===== config.mk =====
export PLATFORM = sky130hd
export DESIGN_NAME = sram_req_ctrl
export DESIGN_NICKNAME = d
export VERILOG_FILES = /design/src/rtl/sram_req_ctrl.sv
export SDC_FILE = /design/constraint.sdc
export NUM_CORES = 1
export LEC_CHECK = 0
export ABC_CLOCK_PERIOD_IN_PS = 2200
export BUFFER_PORTS_ARGS = -buffer_cell sky130_fd_sc_hd__clkbuf_2
export CAP_MARGIN = 25
export CORE_ASPECT_RATIO = 1.25
export CORE_UTILIZATION = 30
export CTS_CLUSTER_DIAMETER = 50
export DETAILED_ROUTE_END_ITERATION = 16
export SLEW_MARGIN = 0
export SYNTH_ARGS = -nofsm -noshare
export SYNTH_HDL_FRONTEND = slang
export SYNTH_SLANG_ARGS = --single-unit

===== constraint.sdc =====
create_clock -name clk -period 2.2 [get_ports clk]
set_clock_uncertainty 0.1 [all_clocks]
set_input_delay 0.44 -clock clk [delete_from_list [all_inputs] [get_ports clk]]
set_output_delay 0.44 -clock clk [all_outputs]
set_load 0.1 [all_outputs]

===== src/rtl/sram_req_ctrl.sv =====
// Sequences word read/write requests into single-bank SRAM cycles and read responses.
// Optional macro SRAM_CTRL_WR_ACK_EN: writes also return a zero-data response beat.
module sram_req_ctrl #(
  parameter int DW = 8,
  parameter int AW = 11
) (
  input  logic              clk,
  input  logic              rst,
  input  logic              req_valid,
  output logic              req_ready,
  input  logic              req_we,
  input  logic [AW-1:0]     req_addr,
  input  logic [2*DW-1:0]   req_wdata,
  input  logic [1:0]        req_wmask,
  output logic              rsp_valid,
  input  logic              rsp_ready,
  output logic [2*DW-1:0]   rsp_rdata,
  output logic              sram_cen,
  output logic              sram_wen,
  output logic              sram_sel,
  output logic [AW-1:0]     sram_addr,
  output logic [DW-1:0]     sram_din,
  input  logic [2*DW-1:0]   sram_dout
);

`ifdef SRAM_CTRL_WR_ACK_EN
  localparam bit WrAck = 1'b1;
`else
  localparam bit WrAck = 1'b0;
`endif

  typedef enum logic [2:0] {
    S_IDLE, S_WR_LO, S_WR_HI, S_RD, S_RD_WAIT, S_RSP
  } state_t;

  state_t            state_q, state_d;
  logic [AW-1:0]     addr_q, addr_d;
  logic [2*DW-1:0]   wdata_q, wdata_d;
  logic              hi_pend_q, hi_pend_d;
  logic [2*DW-1:0]   rsp_rdata_q, rsp_rdata_d;
  logic              rsp_valid_q, rsp_valid_d;
  logic              sram_cen_q, sram_cen_d;
  logic              sram_wen_q, sram_wen_d;
  logic              sram_sel_q, sram_sel_d;
  logic [AW-1:0]     sram_addr_q, sram_addr_d;
  logic [DW-1:0]     sram_din_q, sram_din_d;
  logic              accept;

  assign req_ready = (state_q == S_IDLE) && !rst;
  assign accept    = req_valid && req_ready;

  always_comb begin
    state_d     = state_q;
    addr_d      = addr_q;
    wdata_d     = wdata_q;
    hi_pend_d   = hi_pend_q;
    rsp_rdata_d = rsp_rdata_q;

    case (state_q)
      S_IDLE: begin
        if (accept) begin
          addr_d    = req_addr;
          wdata_d   = req_wdata;
          hi_pend_d = req_wmask[1];
          if (!req_we) begin
            state_d = S_RD;
          end else if (req_wmask[0]) begin
            state_d = S_WR_LO;
          end else if (req_wmask[1]) begin
            state_d = S_WR_HI;
          end else if (WrAck) begin
            state_d     = S_RSP;
            rsp_rdata_d = '0;
          end
        end
      end
      S_WR_LO: begin
        if (hi_pend_q) begin
          state_d = S_WR_HI;
        end else if (WrAck) begin
          state_d     = S_RSP;
          rsp_rdata_d = '0;
        end else begin
          state_d = S_IDLE;
        end
      end
      S_WR_HI: begin
        if (WrAck) begin
          state_d     = S_RSP;
          rsp_rdata_d = '0;
        end else begin
          state_d = S_IDLE;
        end
      end
      S_RD:      state_d = S_RD_WAIT;
      S_RD_WAIT: begin
        state_d     = S_RSP;
        rsp_rdata_d = sram_dout;
      end
      S_RSP: begin
        if (rsp_ready) state_d = S_IDLE;
      end
      default:   state_d = S_IDLE;
    endcase

    // SRAM pins are decoded from the state being entered so they line up with it.
    sram_cen_d  = !(state_d == S_WR_LO || state_d == S_WR_HI || state_d == S_RD);
    sram_wen_d  = !(state_d == S_WR_LO || state_d == S_WR_HI);
    sram_sel_d  = (state_d == S_WR_HI);
    sram_addr_d = addr_d;
    sram_din_d  = sram_din_q;
    if (state_d == S_WR_LO) sram_din_d = wdata_d[DW-1:0];
    if (state_d == S_WR_HI) sram_din_d = wdata_d[2*DW-1:DW];
    rsp_valid_d = (state_d == S_RSP);
  end

  always_ff @(posedge clk) begin
    if (rst) begin
      state_q     <= S_IDLE;
      addr_q      <= '0;
      wdata_q     <= '0;
      hi_pend_q   <= 1'b0;
      rsp_rdata_q <= '0;
      rsp_valid_q <= 1'b0;
      sram_cen_q  <= 1'b1;
      sram_wen_q  <= 1'b1;
      sram_sel_q  <= 1'b0;
      sram_addr_q <= '0;
      sram_din_q  <= '0;
    end else begin
      state_q     <= state_d;
      addr_q      <= addr_d;
      wdata_q     <= wdata_d;
      hi_pend_q   <= hi_pend_d;
      rsp_rdata_q <= rsp_rdata_d;
      rsp_valid_q <= rsp_valid_d;
      sram_cen_q  <= sram_cen_d;
      sram_wen_q  <= sram_wen_d;
      sram_sel_q  <= sram_sel_d;
      sram_addr_q <= sram_addr_d;
      sram_din_q  <= sram_din_d;
    end
  end

  assign rsp_valid = rsp_valid_q;
  assign rsp_rdata = rsp_rdata_q;
  assign sram_cen  = sram_cen_q;
  assign sram_wen  = sram_wen_q;
  assign sram_sel  = sram_sel_q;
  assign sram_addr = sram_addr_q;
  assign sram_din  = sram_din_q;

endmodule


Yosys cells after proc, flatten, opt, wreduce, memory -nomap -nowiden
Index checks and enable logic that the tools add are counted.
W data, S select, Z words.

storage, ports and cells
  register bits after elaboration = 59
  output and inout port bits = 40
  word-level logic and storage cells = 39

operators by class
  equality and inequality tests = 8
  mux-type cells = 11
  reductions and logical operators = 10

operator list
  operator              number
  $mux W16              2
  $mux W8               2
  $mux W3               5
  $pmux W3 S5           1
  $eq A3 B2 Y1 const B  3
  $eq A3 B3 Y1 const B  3
  $eq A3 B1 Y1 const B  2
  $logic_not A1 Y1      3
  $logic_not A3 Y1      1
  $logic_and A1 B1 Y1   2
  $logic_or A1 B1 Y1    2
  $mux W2               1
  $reduce_and A2 Y1     1
  $reduce_bool A2 Y1    1

Logic depth before layout (Yosys ltp)
  depth in word-level cells = 9
  mapped depth = 6

Least setup slack after synthesis
OpenSTA, ideal clock, no wires.

  path type = input port to output port
  start point = input rst
  end point = output req_ready
  arrival = 3.746 ns
  data required time = 1.660 ns
  slack = -2.086 ns
  stages on the path = 3
  cells stage by stage = buf_1 -> clkbuf_1 -> nor4_1

on the way
  word-level cells in the longest chain between the ends = 2

ends and longest elaborated chain
  what                 line  source
  start: declaration   8     input logic rst,
  $logic_not A1 Y1     49    assign req_ready = (state_q == S_IDLE) && !rst;
  $logic_and A1 B1 Y1  49
  end: declaration     10    output logic req_ready,

No other way between the ends.

Final worst setup path
  start point = register state_q[1]
  end point = register sram_din_q[1] (netlist: sram_din[1])

on the way
  word-level cells in the longest chain between the ends = 7
  elaborated cells on any way between the ends = 20
  classes of those cells = 6 x eq/ne; 10 x mux; 4 x reduce/logical

ends and longest elaborated chain
  what                                                   line        source
  start: declaration                                     36          state_t state_q, state_d;
  start signal: assignment                               131         state_q <= state_d;
  $mux W3 / $logic_not A3 Y1 (equally long branches)     69, 49, 59
  $mux W3 / $logic_and A1 B1 Y1 (equally long branches)  67, 49
  $mux W3 / $logic_and A1 B1 Y1 (equally long branches)  65, 50
  $mux W3 / $mux W16 (equally long branches)             61          if (accept) begin
  $pmux W3 S5 / $mux W16 (equally long branches)         59          case (state_q)
  $eq A3 B2 Y1, or another cell as far along             113         if (state_d == S_WR_HI) sram_din_d = wdata_d[2*DW-1:DW];
  $mux W8 / $reduce_bool A2 Y1 (equally long branches)   -
  end signal: assignment                                 141         sram_din_q <= sram_din_d;
  end: declaration                                       46          logic [DW-1:0] sram_din_q, sram_din_d;

Several ways; a longest one is shown, not always the timed one. The select of a mux whose other input is x is not followed.
A chain may end at the register's enable or synchronous reset.

==> results.ini <==
[cts]
cts-buffers-inserted = 5
hold_buffers = 0
cts_sinks = 51
post_cts_buffers = 0
clock-root-buffer = clkbuf_8
cts_resized = 0
clk_latency_ns = 0.30
cts_buffer_depth = 2
cts_tree = done
cts.reportedPaths.clkPinSlew_ns = 0.09
htreeDepth = 2

[placed_design]
io_buffers = 89
dp_hpwl_um = 3480
gp_congestion = 0.788
dpl.cell_count = 393

[synthesis]
ys_seq_elements = 51
synth_warnings = 0
synthesis.area_sq_um = 1910
avgSynthCellArea_sq_um = 8.52
synth_cells = 224
syn-num-nets = 274
ys_types = 27
synth-seq-area-share_pct = 53.5

[layout]
drive_gt1_share_pct = 37.0
antenna_cells = 0
nNetsFinal = 365
area_delta_synth_final_pct = 38.1
final_common_cell = clkbuf_2
fillCellCount = 683
fin_cells = 401
final_cell_mix = clkbuf_2, nand2_1, dfxtp_1, a21oi_1, buf_4

[timing]
timing.hold.ws_ns = 0.249
finalSetupViolCount = 0
layout_min_cycle_time_ns = 2.09
slew_violations = 0
fin_setup_tns_ns = 0
hold_viol = 0
worst_slew_pin_slew_ns = 0.583
rsz0062_at_grt = false
fin_crit_sh_pct = 94.9
max_freq_ghz = 0.479
relSlewSlack_pct = 61.1

[setup_path]
reg2reg_from = state_q[1]
cp-start-kind = flip-flop
max_stage_delay_ns = 0.64
r2r_cells = 4
reg2reg_setup_slack_ns = 0.11
crit_type = flip-flop to flip-flop
worstPathRequired_ns = 2.30
cpMaxStageDelayCell = or4b_1
crit_path_end_kind = flip-flop
path_cells = or4b_1 -> o32a_4 -> and2_4 -> a221o_1
cp_max_fo = 10
cp.arrival_ns = 2.18
regToRegEndpoint = sram_din[1]

[global_routing]
grt_overflow_total = 0
grt_usage_pct = 14.4
grt_max_degree = 24
antenna_found_initial = 0
grt_first_pass_wirelength_um = 7510
first_global_vias = 1633

[detailed_routing]
drt_iter0_markers = 50
wl_per_cell_um = 11.4
first_pass_iters = 4
drt_wl_total_um = 4580
viasPerCell = 4.48
drtAntennaViolNets = 0
vias = 1795
drc_errors = 0

[power]
leakage_nw = 1.18
peakVddDrop_mv = 0.272
power.density_nw_per_um2 = 790

[worst_hold_path]
min_path_type = primary input to flip-flop
whs_endpoint = rsp_rdata[0]
hold_depth = 3
hold_start = sram_dout[0]

[die]
io_pins = 90
die_h_um = 91.2
dieArea_sq_um = 6690
die_w_um = 73.3
start_util_pct = 30.9
core_area_sq_um = 6170
num_rows = 32

[flow_run]
maxCapViolCount = 0

[outcome]
status = finished, final reports clean

==> cells by family (layout without fill, tap and decap cells) <==
kind of cell / count (synthesis) / count (layout) / synth area share, %
AO/OA/AOI/OAI: 55 / 55 / 19.3
buffers and inverters: 18 / 110 / 4.00
flip-flops: 51 / 51 / 53.5
AND/OR/NAND/NOR: 100 / 100 / 23.1
==> state kept, by name (all words and copies together), names as in the netlist <==
| register | cells |
|---|---|
| rsp_rdata | 16 |
| sram_addr | 11 |
| sram_din | 8 |
| wdata_q | 8 |
| state_q | 3 |
| hi_pend_q | 1 |
| rsp_valid | 1 |
| sram_cen | 1 |
| sram_sel | 1 |
| sram_wen | 1 |
==> synthesized netlist by cell type <==
master / n / area [sq um]
nor2_1: 7 / 26.3
a21oi_1: 37 / 185
nand2_1: 73 / 274
nand3b_1: 1 / 7.51
and2_1: 7 / 43.8
o21ai_0: 1 / 5.00
buf_2: 1 / 5.00
o21bai_1: 3 / 22.5
a221o_1: 8 / 80.1
a211oi_1: 1 / 7.51
a211oi_4: 1 / 20.0
dfxtp_1: 51 / 1020
a21bo_2: 1 / 10.0
nor2b_1: 3 / 18.8
a211o_1: 1 / 8.76
buf_1: 2 / 7.51
buf_6: 1 / 11.3
o32a_4: 1 / 22.5
a21o_1: 1 / 7.51
clkbuf_1: 14 / 52.6
nor4_1: 3 / 18.8
nor4bb_1: 1 / 10.0
and2_4: 1 / 8.76
or4b_1: 1 / 10.0
nor3_2: 1 / 10.0
nor3_1: 1 / 5.00
nor4b_1: 1 / 8.76
==> power breakdown <==
| part | leakage [nW] | total [W] | switching [W] | internal [W] |
|---|---|---|---|---|
| clock network | 0.0612 | 0.000672 | 0.000304 | 0.000368 |
| registers | 0.416 | 0.000979 | 0.0000164 | 0.000962 |
| logic | 0.706 | 0.000431 | 0.000316 | 0.000116 |
| total | 1.18 | 0.00208 | 0.000636 | 0.00145 |
==> how the worst max path moves through the flow <==
stage | startpoint | to
2_1_floorplan | rst | req_ready
3_3_place_gp | req_valid | sram_din[5]
3_5_place_dp | req_valid | sram_din[1]
4_1_cts | state_q[1] | sram_din[1]
5_1_grt | state_q[1] | sram_din[7]
6_report | state_q[1] | sram_din[1]
==> area by class of cell <==
class / instances / area, sq um / share of cell area (%)
clock buffer: 6 / 82.6 / 3.13
multi-input combinational: 155 / 832 / 31.6
timing repair buffer: 102 / 558 / 21.2
sequential: 51 / 1020 / 38.7
clock inverter: 2 / 35.0 / 1.33
tap: 85 / 106 / 4.04
==> critical path, delay by kind of cell (launching register included) <==
kind | cells | cell delay (ns)
AOI/OAI and AO/OA | 2 | 0.74
DFF | 1 | 0.32
and+or+nand+nor | 2 | 0.82
==> per-stage QoR <==
stage	setup slack [ns]	instance area (sq um)	utilization [%]	total power (W)
4_1_cts	0.107	2640	42.7	0.00211
3_5_place_dp	-0.0416	2520	40.8	0.00144
3_3_place_gp	0.0155	2520	40.8	0.00143
2_1_floorplan	-0.0213	1960	-	0.00132
5_1_grt	0.0228	2640	42.7	0.00217
6_report	0.111	2640	42.7	0.00208
==> routing by layer <==
layer	vias to the layer above	wire length, um	track usage, %
li1	931	-	-
met1	804	2060	17.5
met2	54	2220	24.4
met3	6	242	3.88
met4	0	58	4.33
met5	-	0	0
No activity file was read; power rests on OpenSTA's default activity.
